==> src/rtl/frac_loop_divider_pkg.sv <==
// Shared definitions for the fractional-N loop divider.
//   state_t  : divider FSM encoding (IDLE, RUN)
//   N_MIN    : smallest legal integer ratio; smaller requests are raised to it
//   clamp_n  : applies N_MIN to a requested integer ratio
package loop_div_pkg;

    typedef enum logic [0:0] {
        IDLE = 1'b0,
        RUN  = 1'b1
    } state_t;

    localparam int unsigned N_MIN = 32'd2;

    // Ratios 0 and 1 cannot produce a high and a low phase, so they become N_MIN.
    function automatic logic [31:0] clamp_n(input logic [31:0] n);
        logic [31:0] r;
        if (n < N_MIN) begin
            r = N_MIN;
        end else begin
            r = n;
        end
        return r;
    endfunction

endpackage

==> src/rtl/frac_loop_divider_if.sv <==
// Ratio configuration channel of the fractional-N loop divider.
//   cfg_valid : new ratio offered (source holds values until accepted)
//   cfg_ready : divider shadow register is free
//   cfg_n     : integer ratio (W bits, 0/1 clamp to 2)
//   cfg_frac  : fractional part, value = cfg_frac / 2^F
//   cfg_fen   : fractional mode enable
// master = configuration source, slave = divider.
interface frac_loop_divider_if #(
    parameter int W = 6,
    parameter int F = 8
);
    logic         cfg_valid;
    logic         cfg_ready;
    logic [W-1:0] cfg_n;
    logic [F-1:0] cfg_frac;
    logic         cfg_fen;

    modport master (
        output cfg_valid,
        output cfg_n,
        output cfg_frac,
        output cfg_fen,
        input  cfg_ready
    );

    modport slave (
        input  cfg_valid,
        input  cfg_n,
        input  cfg_frac,
        input  cfg_fen,
        output cfg_ready
    );
endinterface

==> src/rtl/frac_loop_divider_frac.sv <==
// First-order fractional accumulator (dual-modulus N/N+1 control).
//   clk, rstn : divider clock, async active-low reset
//   frac      : fraction to add at each period start
//   fen       : fractional mode enable; when low no carry is produced
//   load      : period start; accumulator takes acc + frac when fen is set
//   clear     : new config applied; accumulator restarts from zero
//   carry     : carry out of the addition for the period being started
module frac_acc #(
    parameter int F = 8
) (
    input  logic         clk,
    input  logic         rstn,
    input  logic [F-1:0] frac,
    input  logic         fen,
    input  logic         load,
    input  logic         clear,
    output logic         carry
);

    logic [F-1:0] acc_r;
    logic [F-1:0] base_s;
    logic [F:0]   sum_s;

    // Sum seen by the period being started; a clear restarts from zero in the same cycle.
    always_comb begin
        if (clear) begin
            base_s = {F{1'b0}};
        end else begin
            base_s = acc_r;
        end
        sum_s = {1'b0, base_s} + {1'b0, frac};
        carry = fen & sum_s[F];
    end

    // Accumulator register, wraps modulo 2^F.
    always_ff @(posedge clk or negedge rstn) begin
        if (!rstn) begin
            acc_r <= {F{1'b0}};
        end else if (load && fen) begin
            acc_r <= sum_s[F-1:0];
        end else if (clear) begin
            acc_r <= {F{1'b0}};
        end else begin
            acc_r <= acc_r;
        end
    end

endmodule

==> src/rtl/frac_loop_divider.sv <==
// Programmable fractional-N PLL loop divider.
//   clk   : divider input clock (all logic on rising edge)
//   rstn  : asynchronous active-low reset
//   en    : run request; dropping it lets the current period finish
//   cfg   : ratio configuration channel (valid/ready, shadowed)
//   clko  : divided clock, high for floor(p/2) of each p-cycle period
//   clkob : registered inverse of clko
//   tick  : one-cycle pulse on the last clk cycle of each period
// Ratio changes only take effect at period boundaries, so clko never glitches.
module frac_loop_divider
    import loop_div_pkg::*;
#(
    parameter int W     = 6,
    parameter int F     = 8,
    parameter int N_RST = 2
) (
    input  logic                 clk,
    input  logic                 rstn,
    input  logic                 en,
    frac_loop_divider_if.slave   cfg,
    output logic                 clko,
    output logic                 clkob,
    output logic                 tick
);

    localparam logic [0:0] ST_IDLE = IDLE;
    localparam logic [0:0] ST_RUN  = RUN;

    logic [0:0]   state_r, state_nxt_s;
    logic [W:0]   cnt_r, cnt_nxt_s;
    logic [W:0]   p_r, p_nxt_s, p_start_s;
    logic [W-1:0] n_act_r, sh_n_r, n_eff_s;
    logic [F-1:0] frac_act_r, sh_frac_r, frac_eff_s;
    logic         fen_act_r, sh_fen_r, fen_eff_s;
    logic         pend_r, pend_nxt_s;
    logic         clko_r, clkob_r, tick_r, ready_r;
    logic         run_last_s, start_s, apply_s, accept_s, carry_s;
    logic         clko_nxt_s, tick_nxt_s;

    // Period boundaries, handshake and the config that a starting period will use.
    always_comb begin
        run_last_s = (state_r == ST_RUN) && (cnt_r == (p_r - (W+1)'(1)));
        start_s    = en && ((state_r == ST_IDLE) || run_last_s);
        // A pending config lands at the next period start, or at once while idle.
        apply_s    = pend_r && (start_s || (state_r == ST_IDLE));
        accept_s   = cfg.cfg_valid && !pend_r;
        if (pend_r) begin
            n_eff_s    = sh_n_r;
            frac_eff_s = sh_frac_r;
            fen_eff_s  = sh_fen_r;
        end else begin
            n_eff_s    = n_act_r;
            frac_eff_s = frac_act_r;
            fen_eff_s  = fen_act_r;
        end
        p_start_s = {1'b0, n_eff_s} + {{W{1'b0}}, carry_s};
    end

    // Next-state for FSM, counter, period length and pending flag.
    always_comb begin
        case (state_r)
            ST_IDLE: begin
                if (en) begin
                    state_nxt_s = ST_RUN;
                end else begin
                    state_nxt_s = ST_IDLE;
                end
            end
            ST_RUN: begin
                if (run_last_s && !en) begin
                    state_nxt_s = ST_IDLE;
                end else begin
                    state_nxt_s = ST_RUN;
                end
            end
            default: state_nxt_s = ST_IDLE;
        endcase

        if (start_s) begin
            cnt_nxt_s = {(W+1){1'b0}};
        end else if ((state_r == ST_RUN) && !run_last_s) begin
            cnt_nxt_s = cnt_r + (W+1)'(1);
        end else begin
            cnt_nxt_s = {(W+1){1'b0}};
        end

        if (start_s) begin
            p_nxt_s = p_start_s;
        end else begin
            p_nxt_s = p_r;
        end

        if (accept_s) begin
            pend_nxt_s = 1'b1;
        end else if (apply_s) begin
            pend_nxt_s = 1'b0;
        end else begin
            pend_nxt_s = pend_r;
        end
    end

    // Outputs are decoded from next-state values so they leave flops aligned with cnt.
    always_comb begin
        clko_nxt_s = (state_nxt_s == ST_RUN) && (cnt_nxt_s < (p_nxt_s >> 1));
        tick_nxt_s = (state_nxt_s == ST_RUN) && (cnt_nxt_s == (p_nxt_s - (W+1)'(1)));
    end

    frac_acc #(.F(F)) u_frac_acc (
        .clk   (clk),
        .rstn  (rstn),
        .frac  (frac_eff_s),
        .fen   (fen_eff_s),
        .load  (start_s),
        .clear (apply_s),
        .carry (carry_s)
    );

    // Divider state, shadow/active config and registered outputs.
    always_ff @(posedge clk or negedge rstn) begin
        if (!rstn) begin
            state_r    <= ST_IDLE;
            cnt_r      <= {(W+1){1'b0}};
            p_r        <= (W+1)'(N_RST);
            n_act_r    <= W'(N_RST);
            frac_act_r <= {F{1'b0}};
            fen_act_r  <= 1'b0;
            sh_n_r     <= W'(N_RST);
            sh_frac_r  <= {F{1'b0}};
            sh_fen_r   <= 1'b0;
            pend_r     <= 1'b0;
            ready_r    <= 1'b1;
            clko_r     <= 1'b0;
            clkob_r    <= 1'b1;
            tick_r     <= 1'b0;
        end else begin
            state_r <= state_nxt_s;
            cnt_r   <= cnt_nxt_s;
            p_r     <= p_nxt_s;
            if (accept_s) begin
                sh_n_r    <= W'(clamp_n(32'(cfg.cfg_n)));
                sh_frac_r <= cfg.cfg_frac;
                sh_fen_r  <= cfg.cfg_fen;
            end
            if (apply_s) begin
                n_act_r    <= sh_n_r;
                frac_act_r <= sh_frac_r;
                fen_act_r  <= sh_fen_r;
            end
            pend_r  <= pend_nxt_s;
            ready_r <= !pend_nxt_s;
            clko_r  <= clko_nxt_s;
            clkob_r <= !clko_nxt_s;
            tick_r  <= tick_nxt_s;
        end
    end

    assign cfg.cfg_ready = ready_r;
    assign clko          = clko_r;
    assign clkob         = clkob_r;
    assign tick          = tick_r;

endmodule

==> src/flat_wrapper.sv <==
// flat-port wrapper written by rule: the top's interface ports become plain ports
module frac_loop_divider_flat import loop_div_pkg::*;
#(
    parameter int W     = 6,
    parameter int F     = 8,
    parameter int N_RST = 2
)
  (clk, rstn, en, clko, clkob, tick, cfg_cfg_valid, cfg_cfg_n, cfg_cfg_frac, cfg_cfg_fen, cfg_cfg_ready);
  frac_loop_divider_if #(.W(W), .F(F)) cfg_i ();
  input  logic clk;
  input  logic rstn;
  input  logic en;
  output logic clko;
  output logic clkob;
  output logic tick;
  input wire logic [$bits(cfg_i.cfg_valid)-1:0] cfg_cfg_valid;
  input wire logic [$bits(cfg_i.cfg_n)-1:0] cfg_cfg_n;
  input wire logic [$bits(cfg_i.cfg_frac)-1:0] cfg_cfg_frac;
  input wire logic [$bits(cfg_i.cfg_fen)-1:0] cfg_cfg_fen;
  output wire logic [$bits(cfg_i.cfg_ready)-1:0] cfg_cfg_ready;
  assign cfg_i.cfg_valid = cfg_cfg_valid;
  assign cfg_i.cfg_n = cfg_cfg_n;
  assign cfg_i.cfg_frac = cfg_cfg_frac;
  assign cfg_i.cfg_fen = cfg_cfg_fen;
  assign cfg_cfg_ready = cfg_i.cfg_ready;
  frac_loop_divider #(.W(W), .F(F), .N_RST(N_RST)) u_core (.clk(clk), .rstn(rstn), .en(en), .cfg(cfg_i), .clko(clko), .clkob(clkob), .tick(tick));
endmodule
==> config.mk <==
export PLATFORM = sky130hd
export DESIGN_NAME = frac_loop_divider_flat
export DESIGN_NICKNAME = d
export VERILOG_FILES = /design/src/rtl/frac_loop_divider_pkg.sv /design/src/rtl/frac_loop_divider_if.sv /design/src/rtl/frac_loop_divider_frac.sv /design/src/rtl/frac_loop_divider.sv /design/src/flat_wrapper.sv
export SDC_FILE = /design/constraint.sdc
export NUM_CORES = 1
export LEC_CHECK = 0
export BUFFER_PORTS_ARGS = -buffer_cell sky130_fd_sc_hd__buf_4
export CAP_MARGIN = 40
export CELL_PAD_IN_SITES_DETAIL_PLACEMENT = 0
export CELL_PAD_IN_SITES_GLOBAL_PLACEMENT = 2
export CORE_ASPECT_RATIO = 2
export CORE_MARGIN = 5
export CORE_UTILIZATION = 45
export CTS_BUF_LIST = sky130_fd_sc_hd__clkbuf_8
export CTS_CLUSTER_SIZE = 12
export DETAILED_ROUTE_END_ITERATION = 7
export PLACE_DENSITY_LB_ADDON = 0.3
export SETUP_SLACK_MARGIN = 0.02
export SLEW_MARGIN = 15
export SYNTH_ARGS = -nofsm -noshare
export SYNTH_HDL_FRONTEND = slang
export SYNTH_SLANG_ARGS = --single-unit
==> constraint.sdc <==
create_clock -name clk -period 8.6 [get_ports clk]
set_input_delay 1.72 -clock clk [delete_from_list [all_inputs] [get_ports clk]]
set_output_delay 1.72 -clock clk [all_outputs]
set_load 0.1 [all_outputs]
==> results of run 1 <==
-- power by group --
part	leakage [nW]	internal, mW	switching [mW]	total [mW]
registers	0.711	0.405	0.103	0.508
logic	0.992	0.421	0.511	0.931
clock network	0.105	0.125	0.104	0.229
-- placed cells by master (no fill, tap or decap), types with 3 or more instances in the layout --
cell type  netlist  layout
a21oi_1         13      13
and2_1           8       8
and3_1           3       3
buf_4            1      25
clkbuf_8         0      12
dfrtp_1         53      53
dfstp_2          5       5
ha_1            18      18
inv_1           19      21
mux2_2          46      46
mux2i_1         10      10
nand2_1         15      15
nand2b_1         3       3
nand3_1          4       4
nor2_1          19      19
nor2b_1          7       7
nor3_1           4       4
nor4_1           4       4
o21ai_0          7       6
o21bai_1         5       5
xnor2_1         17      17
xor2_1          13      13
-- worst register-to-register path: cells and delay by family, from the launching register on --
kind | cells | cell delay (ns)
AND/OR/NAND/NOR | 6 | 0.94
buffers and inverters | 4 | 0.45
flip-flops | 1 | 0.58
multiplexers | 2 | 0.46
adder cells (fa/ha/maj) | 5 | 1.05
AO/OA/AOI/OAI | 10 | 2.59
XOR/XNOR | 1 | 0.33
-- logic make-up (layout without fill, tap and decap cells) --
family / count (synthesis) / count (layout) / synth area share, %
DFF: 58 / 58 / 42.3
muxes: 56 / 56 / 18.0
adders and majority gates: 19 / 19 / 7.12
and+or+nand+nor: 80 / 80 / 12.4
AOI/OAI and AO/OA: 44 / 44 / 9.30
buffers and inverters: 29 / 60 / 3.31
xor gates and xnor gates: 30 / 30 / 7.63
-- worst paths after layout --
check / startpoint / to / slack [ns] / depth (start not counted)
max in group asynchronous: rstn / u_core.sh_frac_r[7]$_DFFE_PN0P_ / 6.67 / 1
min reg2reg: u_core.n_act_r[4]$_DFFE_PN0P_ / u_core.n_act_r[4]$_DFFE_PN0P_ / 0.50 / 1
max reg2reg: u_core.p_r[1]$_DFF_PN1_ / u_core.tick$_DFF_PN0_ / 2.06 / 28
max: u_core.p_r[1]$_DFF_PN1_ / u_core.tick$_DFF_PN0_ / 2.06 / 28
min: u_core.n_act_r[4]$_DFFE_PN0P_ / u_core.n_act_r[4]$_DFFE_PN0P_ / 0.50 / 1
min in group asynchronous: rstn / u_core.sh_frac_r[2]$_DFFE_PN0P_ / 1.44 / 1
-- layout make-up --
cell class              instances  area share (%)
repair buffers                 25            4.82
multi-input cells             229            48.2
inverters                      19            1.83
clock inverters                 4           0.450
clock buffers                  12            4.24
flip-flops and latches         58            37.4
well taps                      94            3.02
-- state kept, by name, summed over array words and instances, names as in the netlist --
signal / cells
u_core.frac_act_r: 8
u_core.sh_frac_r: 8
u_core.u_frac_acc.acc_r: 8
u_core.cnt_r: 7
u_core.p_r: 7
u_core.n_act_r: 6
u_core.sh_n_r: 6
u_core.cfg.cfg_ready: 1
u_core.clko: 1
u_core.clkob: 1
u_core.fen_act_r: 1
u_core.pend_r: 1
u_core.sh_fen_r: 1
u_core.state_r: 1
u_core.tick: 1
-- per-layer routing --
metal	global-route usage [%]	routed length (um)	up-vias
met5	0	0	-
met4	9.83	297	0
met3	3.85	163	21
met2	33.7	4460	28
met1	16.7	2650	1186
li1	-	-	1164
==> results.sh, run 1 <==
export IMPL_die_y_um=134
export IMPL_routabilityCongestion=0.901
export IMPL_syn_cell_area_um2=3440
export IMPL_dpl_cell_count=425
export IMPL_drtIter0Drc=94
export IMPL_rsz0062_at_grt="no"
export IMPL_antenna_found_initial=0
export IMPL_totalWireLength_um=7570
export IMPL_grt_start_max_net_pins=59
export IMPL_cts_inserted_buffers=9
export IMPL_area_growth_pct=13.0
export IMPL_htreeDepth=3
export IMPL_grt_pass1_vias=2606
export IMPL_critPathTopFamily="compound AO/OA/AOI/OAI gates"
export IMPL_slew_headroom_pct=43.1
export IMPL_port_buffers=22
export IMPL_criticalPathCategory="reg2reg"
export IMPL_drive_gt1_share_pct=27.7
export IMPL_detail_route_antenna_nets=0
export IMPL_multiInputGateArea_um2=1880
export IMPL_ctsRootBufferMaster="clkbuf_8"
export IMPL_drt_pass1_iter_count=4
export IMPL_critPathMaxStageDelay_ns=0.85
export IMPL_cts_resized_gates=0
export IMPL_dieArea_um2=9610
export IMPL_synth_area_leaders="dfrtp_1 (39%), mux2_2 (15%), ha_1 (6.5%), xnor2_1 (4.3%), dfstp_2 (3.8%)"
export IMPL_synth_main_ff_cell="dfrtp_1"
export IMPL_maxCapViolCount=0
export IMPL_vias=2399
export IMPL_hold_class="reg2reg"
export IMPL_worst_pin_slew_ns=0.853
export IMPL_insertion_delay_ns=0.34
export IMPL_worstPathRequired_ns=8.81
export IMPL_fillers=707
export IMPL_postPlaceCellArea_um2=3710
export IMPL_status="completed"
export IMPL_ir_worst_vdd_mv=0.175
export IMPL_post_place_ws_ns=2.07
export IMPL_cts_sinks=58
export IMPL_powerDensity_nw_per_um2=429
export IMPL_crit_path_max_fanout=24
export IMPL_synthTopCellsByCount="dfrtp_1 (53), mux2_2 (46), inv_1 (19), nor2_1 (19), ha_1 (18)"
export IMPL_period_share_pct=76.0
export IMPL_arrival_ns=6.75
export IMPL_fmax_mhz=153
export IMPL_leakage_nw=1.81
export IMPL_grt_pass1_wl_um=12800
export IMPL_antenna_cells=0
export IMPL_vias_per_cell=5.44
export IMPL_ys_ff_latch=58
export IMPL_period_minus_slack_ns=6.54
export IMPL_yosysTopAreaCell="dfrtp_1"
export IMPL_avgSynthCellArea_um2=10.9
export IMPL_yosysTopAreaCellShare_pct=38.5
export IMPL_seq_area_um2=1460
export IMPL_nets=380
export IMPL_hold_buffers=0
export IMPL_yosys_warnings=0
export IMPL_grt_overflow_total=0
export IMPL_setup_violations=0
export IMPL_ys_seq_area_share_pct=42.3
export IMPL_rows=45
export IMPL_wl_per_cell_um=17.2
export IMPL_drc=0
export IMPL_final_util_pct=51.6
export IMPL_place_hpwl_um=5760
export IMPL_finalNonFillerCells=441
export IMPL_hold_ws_ns=0.500
export IMPL_cpMaxStageDelayCell="a2111oi_4"
export IMPL_slew_violations=0
export IMPL_postLayoutCellArea_um2=3890
export IMPL_finalPower_mw=1.67
export IMPL_crit_top_cell="ha_1"
export IMPL_async_flop_share_pct=100
export IMPL_yosysMostFrequentCell="dfrtp_1"
export IMPL_finalSetupTns_ns=0
export IMPL_clock_skew_ns=0.0104
export IMPL_dieWidth_um=71.9
export IMPL_ys_types=51
export IMPL_track_usage_pct=17.7
export IMPL_synth_fp_nets=354
export IMPL_critPathLaunchType="flip-flop"
export IMPL_synth_cells=316
export IMPL_core_area_um2=7540
export IMPL_clkTransAtPathRegs_ns=0.07
export IMPL_cts_max_path_buffers=2
export IMPL_fin_ws_ns=2.06
export IMPL_cts_tree="built"
export IMPL_worst_path_buf_inv=4
export IMPL_post_cts_setup_buffers=0
export IMPL_end_kind="flip-flop"
export IMPL_synth_edff_count=0
export IMPL_start_util_pct=45.6
export IMPL_ios=23
export IMPL_hold_viol=0
Note: power is estimated with default switching activity, not from simulation.
==> run 2, diff against run 1 <==
- ABC_AREA: not set -> 1
- CORE_UTILIZATION: 45 -> 37
- clock period: 8.6 -> 6.6 ns (I/O delays scaled with it)
==> run 2 against run 1 <==
Net effect:
- maximum frequency up 12%
- final area is 1.3% higher
- critical path depth increased by 9
- sequential power increased by 20%
- critical endpoint is now u_core.clko$_DFF_PN0_
- largest cell class unchanged
==> results.sh, run 2 <==
export IMPL_track_usage_pct=16.7
export IMPL_maxCapViolCount=0
export IMPL_vias_per_cell=4.90
export IMPL_hold_buffers=0
export IMPL_dieArea_um2=11600
export IMPL_cts_resized_gates=0
export IMPL_criticalPathCategory="reg2reg"
export IMPL_port_buffers=22
export IMPL_finalPower_mw=2.10
export IMPL_wl_per_cell_um=14.8
export IMPL_grt_start_max_net_pins=59
export IMPL_grt_overflow_total=0
export IMPL_cpMaxStageDelayCell="dfstp_2"
export IMPL_avgSynthCellArea_um2=7.71
export IMPL_ys_ff_latch=58
export IMPL_critPathLaunchType="flip-flop"
export IMPL_antenna_found_initial=0
export IMPL_cts_max_path_buffers=2
export IMPL_die_y_um=147
export IMPL_start_util_pct=37.5
export IMPL_ys_types=37
export IMPL_area_growth_pct=12.9
export IMPL_crit_path_max_fanout=27
export IMPL_synth_fp_nets=491
export IMPL_leakage_nw=2.01
export IMPL_dieWidth_um=78.7
export IMPL_cts_inserted_buffers=9
export IMPL_layout_commonest_cell="nand2_1"
export IMPL_setup_violations=0
export IMPL_htreeDepth=3
export IMPL_arrival_ns=6.11
export IMPL_clock_skew_ns=0.00924
export IMPL_crit_top_cell="nand2_1"
export IMPL_yosysTopAreaCell="dfrtp_1"
export IMPL_ctsRootBufferMaster="clkbuf_8"
export IMPL_yosys_warnings=0
export IMPL_synth_main_ff_cell="dfrtp_1"
export IMPL_hold_viol=0
export IMPL_worstPathRequired_ns=6.89
export IMPL_period_share_pct=88.2
export IMPL_antenna_cells=0
export IMPL_nets=515
export IMPL_ys_seq_area_share_pct=41.7
export IMPL_drc=0
export IMPL_finalSetupTns_ns=0
export IMPL_clkTransAtPathRegs_ns=0.07
export IMPL_drtIter0Drc=108
export IMPL_core_area_um2=9320
export IMPL_vias=2869
export IMPL_drive_gt1_share_pct=15.6
export IMPL_end_kind="flip-flop"
export IMPL_routabilityCongestion=0.785
export IMPL_detail_route_antenna_nets=0
export IMPL_slew_headroom_pct=50.5
export IMPL_async_flop_share_pct=100
export IMPL_period_minus_slack_ns=5.82
export IMPL_syn_cell_area_um2=3490
export IMPL_post_cts_setup_buffers=0
export IMPL_synth_area_leaders="dfrtp_1 (38%), nand2_1 (13%), o21ai_0 (6.7%), inv_1 (6.7%), ha_1 (6.4%)"
export IMPL_cts_tree="built"
export IMPL_grt_pass1_vias=2973
export IMPL_yosysMostFrequentCell="nand2_1"
export IMPL_powerDensity_nw_per_um2=533
export IMPL_cts_sinks=58
export IMPL_seq_area_um2=1460
export IMPL_rsz0062_at_grt="no"
export IMPL_grt_pass1_wl_um=14400
export IMPL_ios=23
export IMPL_place_hpwl_um=6990
export IMPL_reg_top3="u_core.frac_act_r (8), u_core.sh_frac_r (8), u_core.u_frac_acc.acc_r (8)"
export IMPL_fillers=973
export IMPL_final_cell_mix="nand2_1 (121), inv_1 (63), dfrtp_1 (53), o21ai_0 (47), nand3_1 (28)"
export IMPL_totalWireLength_um=8690
export IMPL_worst_pin_slew_ns=0.742
export IMPL_rows=50
export IMPL_ir_worst_vdd_mv=0.214
export IMPL_synth_edff_count=0
export IMPL_multiInputGateArea_um2=1730
export IMPL_critPathMaxStageDelay_ns=0.53
export IMPL_status="completed"
export IMPL_fmax_mhz=172
export IMPL_drt_pass1_iter_count=4
export IMPL_yosysTopAreaCellShare_pct=38.0
export IMPL_synth_cells=453
export IMPL_synthTopCellsByCount="nand2_1 (121), inv_1 (62), dfrtp_1 (53)"
export IMPL_hold_class="reg2reg"
export IMPL_slew_violations=0
export IMPL_insertion_delay_ns=0.34
run 2: changes by cell type after synthesis, moves of 5 or more:
cell	change
mux2i_1	-10
o21ai_1	+8
nand2_2	+7
inv_1	+43
nor2_2	+8
o21ai_0	+40
mux2_2	-44
nor2b_1	-7
nand3_1	+24
and2_1	-8
xor2_1	-5
nand2_1	+106
xnor2_1	-8
run 2: worst paths after layout:
check | slack, ns | depth (start not counted) | start | endpoint
worst max register to register | 0.78 | 37 | u_core.p_r[1]$_DFF_PN1_ | u_core.clko$_DFF_PN0_
worst max-delay path | 0.78 | 37 | u_core.p_r[1]$_DFF_PN1_ | u_core.clko$_DFF_PN0_
max in group asynchronous | 5.07 | 1 | rstn | u_core.sh_frac_r[6]$_DFFE_PN0P_
worst min-delay path | 0.48 | 2 | u_core.n_act_r[1]$_DFFE_PN1P_ | u_core.n_act_r[1]$_DFFE_PN1P_
min in group asynchronous | 1.03 | 1 | rstn | u_core.u_frac_acc.acc_r[2]$_DFF_PN0_
worst min register to register | 0.48 | 2 | u_core.n_act_r[1]$_DFFE_PN1P_ | u_core.n_act_r[1]$_DFFE_PN1P_
run 2: cell type report:
| cell class | count | share of cell area (%) |
|---|---|---|
| inverter | 67 | 6.38 |
| multi-input combinational | 317 | 43.7 |
| timing repair buffer | 24 | 4.66 |
| tap | 104 | 3.30 |
| clock buffer | 10 | 3.49 |
| clock inverter | 6 | 1.46 |
| sequential | 58 | 37.0 |
run 2: critical path: cells and delay by family, from the launching register on:
kind	cells	cell delay [ns]
and+or+nand+nor	18	1.75
AOI/OAI and AO/OA	7	1.36
buffers and inverters	7	0.76
DFF	1	0.53
xor gates and xnor gates	1	0.14
adders and majority gates	4	1.20
run 2: metrics by stage:
| step | utilization, % | cells | hold WS [ns] | cell area [um2] | setup WS, ns |
|---|---|---|---|---|---|
| after detailed placement | 40.2 | 570 | 0.467 | 3750 | 0.716 |
| after floorplan | - | 453 | 0.448 | 3490 | 1.50 |
| after global placement | 40.1 | 569 | 0.463 | 3740 | 0.817 |
| final | 42.3 | 586 | 0.476 | 3940 | 0.779 |
| after global routing | 42.3 | 586 | 0.500 | 3940 | 0.0361 |
| after CTS | 42.3 | 586 | 0.478 | 3940 | 0.698 |
run 2: kinds of logic (layout without fill, tap and decap cells):
logic type / Yosys count / count (layout) / synth area share, %
adders and majority gates: 19 / 19 / 7.02
AOI/OAI and AO/OA: 74 / 74 / 11.3
xor gates and xnor gates: 17 / 17 / 4.26
buffers and inverters: 78 / 107 / 8.99
DFF: 58 / 58 / 41.7
and+or+nand+nor: 205 / 205 / 26.1
muxes: 2 / 2 / 0.644
run 2: layer usage:
layer | routed length (um) | share of wire (%) | global-route usage [%] | vias to the layer above
met4 | 368 | 4.2 | 9.28 | 0
met1 | 2950 | 34 | 15.0 | 1318
met5 | 0 | 0 | 0 | -
li1 | - | - | - | 1487
met3 | 192 | 2.2 | 3.41 | 21
met2 | 5180 | 60 | 33.0 | 43
run 2: where the power goes:
part	switching, mW	total (mW)	internal, mW
logic	0.773	1.17	0.397
registers	0.0909	0.609	0.518
clock network	0.142	0.324	0.182
==> run 3, diff against run 2 <==
- CTS_BUF_LIST: sky130_fd_sc_hd__clkbuf_8 -> sky130_fd_sc_hd__clkbuf_2
==> run 3 against run 2 <==
Net effect:
- cell count grew 0.17%
- count of clock-buffer cells in the layout is the same
- via count grew 0.52%
- first-iteration DRC count grew 14%
- sequential power is essentially flat
- utilization shrank 0.91 points
- die area is the same
- flip-flop and latch count is the same
- combinational power is essentially flat
- total power shrank 4.9%
- maximum frequency shrank 0.34%
- critical path type unchanged
==> results.sh, run 3 (synthesized netlist as in run 2, its figures left out) <==
export IMPL_dpl_cell_count=570
export IMPL_start_util_pct=37.5
export IMPL_grt_start_max_net_pins=59
export IMPL_drc=0
export IMPL_cts_sinks=58
export IMPL_r2r_setup_slack_ns=0.76
export IMPL_die_y_um=147
export IMPL_vias=2884
export IMPL_maxCapViolCount=0
export IMPL_cts_inserted_buffers=9
export IMPL_final_cell_mix="nand2_1 (121), inv_1 (62), dfrtp_1 (53), o21ai_0 (47), nand3_1 (28)"
export IMPL_critPathMaxStageDelay_ns=0.56
export IMPL_drtIter0Drc=123
export IMPL_period_minus_slack_ns=5.84
export IMPL_wl_per_cell_um=14.8
export IMPL_cts_resized_gates=0
export IMPL_dieWidth_um=78.7
export IMPL_crit_top_cell="nand2_1"
export IMPL_port_buffers=22
export IMPL_htreeDepth=3
export IMPL_arrival_ns=6.29
export IMPL_ctsRootBufferMaster="clkbuf_2"
export IMPL_detail_route_antenna_nets=0
export IMPL_vias_per_cell=4.91
export IMPL_drive_gt1_share_pct=15.6
export IMPL_period_share_pct=88.5
export IMPL_layout_commonest_cell="nand2_1"
export IMPL_clock_skew_ns=0.0229
export IMPL_grt_overflow_total=0
export IMPL_cts_max_path_buffers=2
export IMPL_setup_violations=0
export IMPL_status="completed"
export IMPL_grt_pass1_wl_um=14400
export IMPL_insertion_delay_ns=0.49
export IMPL_cpMaxStageDelayCell="dfstp_2"
export IMPL_finalSetupTns_ns=0
export IMPL_hold_buffers=0
export IMPL_rows=50
export IMPL_hold_viol=0
export IMPL_reg_top3="u_core.frac_act_r (8), u_core.sh_frac_r (8), u_core.u_frac_acc.acc_r (8)"
export IMPL_dieArea_um2=11600
export IMPL_antenna_found_initial=1
export IMPL_leakage_nw=1.97
export IMPL_slew_headroom_pct=50.3
export IMPL_finalNonFillerCells=587
export IMPL_routabilityCongestion=0.785
export IMPL_place_hpwl_um=6990
export IMPL_worst_pin_slew_ns=0.746
export IMPL_hold_class="reg2reg"
export IMPL_slew_violations=0
export IMPL_crit_path_max_fanout=27
export IMPL_area_growth_pct=10.4
export IMPL_ios=23
export IMPL_cts_tree="built"
export IMPL_post_cts_setup_buffers=0
export IMPL_powerDensity_nw_per_um2=518
export IMPL_criticalPathCategory="reg2reg"
export IMPL_critPathLaunchType="flip-flop"
export IMPL_track_usage_pct=16.6
export IMPL_rsz0062_at_grt="no"
export IMPL_totalWireLength_um=8710
export IMPL_worstPathRequired_ns=7.05
export IMPL_grt_pass1_vias=2991
export IMPL_core_area_um2=9320
export IMPL_nets=515
export IMPL_clkTransAtPathRegs_ns=0.18
export IMPL_end_kind="flip-flop"
export IMPL_ir_worst_vdd_mv=0.221
export IMPL_fmax_mhz=171
export IMPL_drt_pass1_iter_count=4
==> run 3: cell count changes in the layout (fill, tap and decap cells not counted) <==
cell	previous run	this run
clkinv_1	1	2
diode_2	0	1
clkbuf_2	0	10
clkbuf_8	10	0
inv_1	63	62
==> run 3: report_power, final <==
part           internal, mW  leakage [nW]  total (mW)  switching (mW)
combinational         0.397          1.18        1.17           0.776
clock                0.0867        0.0731       0.222           0.135
sequential            0.515         0.718       0.606          0.0911
total                 0.999          1.97        2.00            1.00
==> run 3: routing by layer <==
metal	vias up	track usage (%)	wire, um
met2	39	33.1	5240
met4	0	9.28	346
met3	20	2.87	160
li1	1491	-	-
met5	-	0	0
met1	1334	15.0	2960
==> run 3: layout make-up <==
cell class | instances | area [um2]
clock buffers | 10 | 50.0
flip-flops and latches | 58 | 1460
diodes | 1 | 2.50
clock inverters | 6 | 57.6
multi-input cells | 317 | 1730
inverters | 67 | 251
repair buffers | 24 | 184
well taps | 104 | 130
fillers | 990 | 5460
==> run 3: metrics by stage <==
step                area (um2)  hold WS, ns  power [mW]  setup WS, ns  util, %
finish                    3860        0.487        2.00         0.759     41.4
global route              3860        0.514        2.23        0.0422     41.4
CTS                       3860        0.490        2.03         0.695     41.4
detailed placement        3750        0.467        1.80         0.716     40.2
global placement          3740        0.463        1.79         0.817     40.1
floorplan                 3490        0.448        1.50          1.50        -
==> run 3: worst max-delay path, delay by kind of cell (launching register included) <==
kind,cells,cell delay [ns]
buffers and inverters,7,0.77
AO/OA/AOI/OAI,7,1.38
AND/OR/NAND/NOR,18,1.75
XOR/XNOR,1,0.14
adder cells (fa/ha/maj),4,1.20
flip-flops,1,0.56
==> run 3: final timing paths <==
kind                                               start                                   end  depth (start not counted)
setup / recovery                 u_core.p_r[1]$_DFF_PN1_                 u_core.clko$_DFF_PN0_                         37
hold / removal             u_core.n_act_r[1]$_DFFE_PN1P_         u_core.n_act_r[1]$_DFFE_PN1P_                          2
setup reg to reg                 u_core.p_r[1]$_DFF_PN1_                 u_core.clko$_DFF_PN0_                         37
hold reg to reg            u_core.n_act_r[1]$_DFFE_PN1P_         u_core.n_act_r[1]$_DFFE_PN1P_                          2
max in group asynchronous                           rstn         u_core.n_act_r[0]$_DFFE_PN0P_                          1
min in group asynchronous                           rstn  u_core.u_frac_acc.acc_r[2]$_DFF_PN0_                          1
